[src/rtl/irq_pending_latch.sv]
// irq_pending_latch: synchronise raw IRQ lines, latch rising edges as sticky
// pending bits, mask them. Define IRQ_OVERRUN_EN to add the overrun output.
module irq_pending_latch #(
  parameter int N_IRQ       = 4,
  parameter int SYNC_STAGES = 2,
  parameter int ID_W        = 2
) (
  input  logic             clk,
  input  logic             rst,
  input  logic [N_IRQ-1:0] irq_raw,
  input  logic [N_IRQ-1:0] irq_mask,
  input  logic             ack,
  input  logic [ID_W-1:0]  ack_id,
  output logic [N_IRQ-1:0] pending,
  output logic [N_IRQ-1:0] interrupts,
`ifdef IRQ_OVERRUN_EN
  output logic             any_irq,
  output logic [N_IRQ-1:0] overrun
`else
  output logic             any_irq
`endif
);

  logic [SYNC_STAGES-1:0][N_IRQ-1:0] r_sync;
  logic [N_IRQ-1:0] r_hist;
  logic [N_IRQ-1:0] r_pending;
  logic [N_IRQ-1:0] w_sync_out;
  logic [N_IRQ-1:0] w_rise;
  logic [N_IRQ-1:0] w_ack_vec;
  logic [N_IRQ-1:0] w_pending_nxt;

  assign w_sync_out = r_sync[SYNC_STAGES-1];

  // Synchroniser chains plus one flop of edge history per source
  always_ff @(posedge clk) begin
    if (rst) begin
      r_sync <= '0;
      r_hist <= '0;
    end else begin
      r_sync[0] <= irq_raw;
      for (int k = 1; k < SYNC_STAGES; k++) begin
        r_sync[k] <= r_sync[k-1];
      end
      r_hist <= w_sync_out;
    end
  end

  // Rising-edge detect and one-hot decode of the acknowledged index
  always_comb begin
    w_rise    = w_sync_out & ~r_hist;
    w_ack_vec = '0;
    for (int i = 0; i < N_IRQ; i++) begin
      w_ack_vec[i] = ack && (ack_id == ID_W'(i));
    end
  end

  // A new edge wins over a coinciding ack so the event is not lost
  assign w_pending_nxt = (r_pending & ~w_ack_vec) | w_rise;

  // Sticky pending register
  always_ff @(posedge clk) begin
    if (rst) begin
      r_pending <= '0;
    end else begin
      r_pending <= w_pending_nxt;
    end
  end

  assign pending    = r_pending;
  assign interrupts = r_pending & irq_mask;
  assign any_irq    = |interrupts;

`ifdef IRQ_OVERRUN_EN
  logic [N_IRQ-1:0] r_overrun;

  // Flag a second edge arriving before the first was acknowledged
  always_ff @(posedge clk) begin
    if (rst) begin
      r_overrun <= '0;
    end else begin
      r_overrun <= (r_overrun | (w_rise & r_pending)) & ~w_ack_vec;
    end
  end

  assign overrun = r_overrun;
`endif

endmodule

[config.mk]
export PLATFORM = sky130hd
export DESIGN_NAME = irq_pending_latch
export DESIGN_NICKNAME = d
export VERILOG_FILES = /design/src/rtl/irq_pending_latch.sv
export SDC_FILE = /design/constraint.sdc
export NUM_CORES = 1
export LEC_CHECK = 0
export ABC_AREA = 1
export CAP_MARGIN = 40
export CORE_MARGIN = 1.5
export CORE_UTILIZATION = 41
export DETAILED_ROUTE_END_ITERATION = 10
export PLACE_DENSITY = 0.83
export SETUP_SLACK_MARGIN = 0.02
export SLEW_MARGIN = 30
export SYNTH_ARGS = -nofsm -noshare
export SYNTH_HDL_FRONTEND = slang
export SYNTH_SLANG_ARGS = --single-unit
[constraint.sdc]
create_clock -name clk -period 0.9 [get_ports clk]
set_input_delay 0.27 -clock clk [delete_from_list [all_inputs] [get_ports clk]]
set_output_delay 0.27 -clock clk [all_outputs]
set_load 0.005 [all_outputs]
# Word-level counts from Yosys, hierarchy flattened
# Index checks and enable logic that the tools add are counted.
# totals
regBits	16
input_bits	13
out_inout_bits	9
wordCells	19
# op_classes
eq_ne	3
bitwise_logic	6
n_reduce_logical	6
# op_table
cell	count
4-bit bitwise AND	3
4-bit inverter	2
2-bit == test, second input constant	2
1-bit logical AND	4
4-bit bitwise OR	1
4-bit OR reduction	1
2-bit by 1-bit == test with 1-bit output, second input constant	1
2-bit zero test	1

# Logic depth before layout (Yosys ltp)
# logic_depth
depth_word	5
ltp_mapped	5
ltp_nobuf	4

# Worst setup path before layout
# OpenSTA, ideal clock, no wires.
# synth_timing
path_kind	register to output
startpoint	reg r_pending[3] (netlist: pending[3])
endpoint	out any_irq
t_arrival_ns	0.505
t_required_ns	0.630
slack_ns	0.125
stages_incl_launch_ff	3
n_path_buf	0
cell_sequence	dfxtp_1 -> nand2_1 -> nand4_1
# synth_between
elab_chain_cells	2
# synth_lines
item	line_no	rtl
from (decl)	26	logic [N_IRQ-1:0] r_pending;
from (signal assigned)	65	r_pending <= w_pending_nxt;
4-bit bitwise AND	70	assign interrupts = r_pending & irq_mask;
4-bit OR reduction	71	assign any_irq = |interrupts;
to (decl)	20	output logic any_irq
# Every way passes these cells.

# Worst setup path after layout
# Same ends and word-level chain as after synthesis.

==> summary.md <==
| Metric | Value |
|---|---|
| #FFs+latches synth | 16 |
| Starting DRC count in detailed routing | 3 |
| Distinct cells, synth | 9 |
| RSZ-0062 raised after global routing | yes |
| Least-Margin Pin Slew | between 0.15 and 0.2 ns |
| Clock buffer depth | 2 |
| YS warnings | 0 |
| Drt wl/cell | between 7 and 8 µm |
| VDD IR-drop max | about 1 mV |
| Largest cells by area after synthesis | dfxtp_1 53%, inv_1 16%, nand2_1 11%, nor2_1 8.8%, nor2_2 3.1% |
| Largest stage delay, worst path | around 0.34 ns |
| Async set or reset register ratio after synthesis | 0% |
| Clock root buffer | clkbuf_4 |
| # fillers | between 100 and 150 |
| Gr ovfl total | 0 |
| Setup CP Type | reg2out |
| Fin. max-slew vios | 0 |
| Syn-to-layout area delta | 49.6% |
| Die Wd | 41.3 µm |
| Setup crit start kind | register |
| Clk pin slew, worst setup/hold paths | 0.09 ns |
| Initial DRT Pass Iterations | 4 |
| EDFF count, synth | 0 |
| CP Data Required Time | about 0.63 ns |
| Mapped Avg Cell Area | roughly 7.3 µm² |
| Fin Hold WS | ~0.35 ns |
| Post-synth design cell area | roughly 600 µm² |
| Most used DFF post-synth | dfxtp_1 |
| Critical Path Fanout Max | 2 |
| Net count reported at finish | 125 |
| Dpl hpwl | 752 µm |
| Slowest cell on crit path | dfxtp_2 |
| Critical path endpoint category | primary output |
| Final instance area | around 900 µm² |
| Post-Place Setup Slack | -0.752 ns |
| DRC | 0 |
| Hold Vio Cnt, Final | 0 |
| Final ANT Viol Nets | 0 |
| Crit-path cells | nand2_2 > nand4_1 > buf_2 |
| Buffers on Ports | 21 |
| Slew headroom | 89.7% |
| All-layer global routing usage | ~15% |
| Routed vias/inst | 4.07 |
| Clock skew | about 0.0014 ns |
| Ant diodes | 0 |
| Minimum clock period | 1.15 ns |
| Run status | finished with violations |
| H-tree depth | 1 |
| Setup violators final | 9 |
| # clock sinks | 16 |
| DP Area | roughly 840 µm² |
| Layout cells sized above 1 | around 29% |
| Top cells by count, synth | 26 x inv_1, 17 x nand2_1, 16 x dfxtp_1, 14 x nor2_1 |
| Leak | 0.000492 µW |
| Via Count | just over 500 |
| Max cap viols | 0 |
| Synth area leader | dfxtp_1 |
| Cell count after synthesis | 82 |
| PD cells | roughly 1500 nW/µm² |
| First-pass GRT wire length | 1590 µm |
| CTS tree | yes |
| Final worst-path cycle share | 127% |
| Clock latency on the worst-skew pair | roughly 0.27 ns |
| Vias in the first global route | ~430 |
| Synth top area share | approximately 53% |
| Hold Crit Class | in2reg |
| Failing checks | negative setup slack |
| I/O pins | 22 |
| FMAX | roughly 870 MHz |
| Initial core utilization | around 45% |
| Final worst slack | -0.245 ns |
| Post-CTS Hold Fix Bufs | 0 |
| RePlAce Congestion | between 0.6 and 0.7 |
| Initial antenna violation count | 0 |
| TritonCTS Buffers | 3 |
| Core Box Area | roughly 1300 µm² |
| Die ar. | between 1500 and 2000 µm² |
| Net count after synthesis | 95 |
| Largest net degree at the start of global routing | 10 |
| Critical Path AT | ~0.9 ns |
| Die H | roughly 41 µm |
| WL final | ~960 µm |
| Cell Rows | 13 |
| Seq/Total Area, Yosys | between 50 and 60% |
| Most numerous cell in the Yosys netlist | inv_1 |
==> layout by cell type, fill, tap and decap left out <==
master / n
dlygate4sd2_1: 5
dfxtp_2: 4
buf_4: 2
dfxtp_1: 12
clkbuf_4: 3
nor2_1: 12
nand3_1: 3
nand2_1: 13
nand2_2: 4
clkdlybuf4s50_1: 5
nor2_2: 5
buf_6: 8
inv_1: 26
dlymetal6s2s_1: 2
nand4_1: 1
clkbuf_8: 1
buf_2: 5
==> critical path: cells and delay by family, from the launching register on <==
family                 cells  cell delay [ns]
buffers and inverters      1             0.13
DFF                        1             0.34
and+or+nand+nor            2             0.14
==> metrics by stage <==
stage	TNS, ns	utilization [%]	power, µW	std cells
2_1_floorplan	0	-	834	82
3_3_place_gp	-7.63	63.0	939	121
3_5_place_dp	-7.77	63.0	945	121
4_1_cts	-1.89	67.0	1390	126
5_1_grt	-2.27	67.4	1460	126
6_report	-1.82	67.4	1380	126
==> logic make-up after synthesis <==
kind of cell           count (synthesis)  synth area share [%]
buffers and inverters                 28                  20.6
flip-flops                            16                  53.3
AND/OR/NAND/NOR                       38                  26.0
==> state kept, by name, indices dropped and copies added, names as in the netlist <==
name and flops:
pending 4, r_hist 4, r_sync 4, w_sync_out 4
==> final timing paths <==
path | start | end | slack, ns | depth (start not counted)
hold reg to reg | r_sync[0] | w_sync_out[0] | 0.40 | 2
hold / removal | ack_id[0] | pending[3] | 0.35 | 4
setup / recovery | pending[3] | any_irq | -0.25 | 3
setup reg to reg | pending[2] | pending[2] | 0.16 | 5
==> where the power goes <==
group / switching [µW] / internal [µW] / total (µW)
combinational: 70.4 / 106 / 176
sequential: 12.2 / 741 / 753
clock: 205 / 246 / 451
total: 288 / 1090 / 1380
==> routing by layer <==
metal / up-vias / track usage [%] / part of all wire [%]
met5: - / 0 / 0
met4: 0 / 9.68 / 0.73
met3: 2 / 5.98 / 16
met2: 24 / 25.4 / 45
met1: 204 / 15.0 / 38
li1: 283 / - / -
==> area by class of cell <==
class | instances | area (µm²) | share of cell area [%]
Multi-Input combinational cell | 38 | 171 | 19.1
Inverter | 26 | 97.6 | 10.9
Timing Repair Buffer | 27 | 249 | 27.7
Sequential cell | 16 | 325 | 36.2
Tap cell | 15 | 18.8 | 2.09
Clock buffer | 4 | 36.3 | 4.04
==> what timing repair did <==
action                     4_1_cts  5_1_grt
setup endpoints to repair       11       10
cloned                           0        0
resized for setup               58        2
pin swaps                        5        0
setup buffers                    1        0
Power figures use the tool's default switching activity.
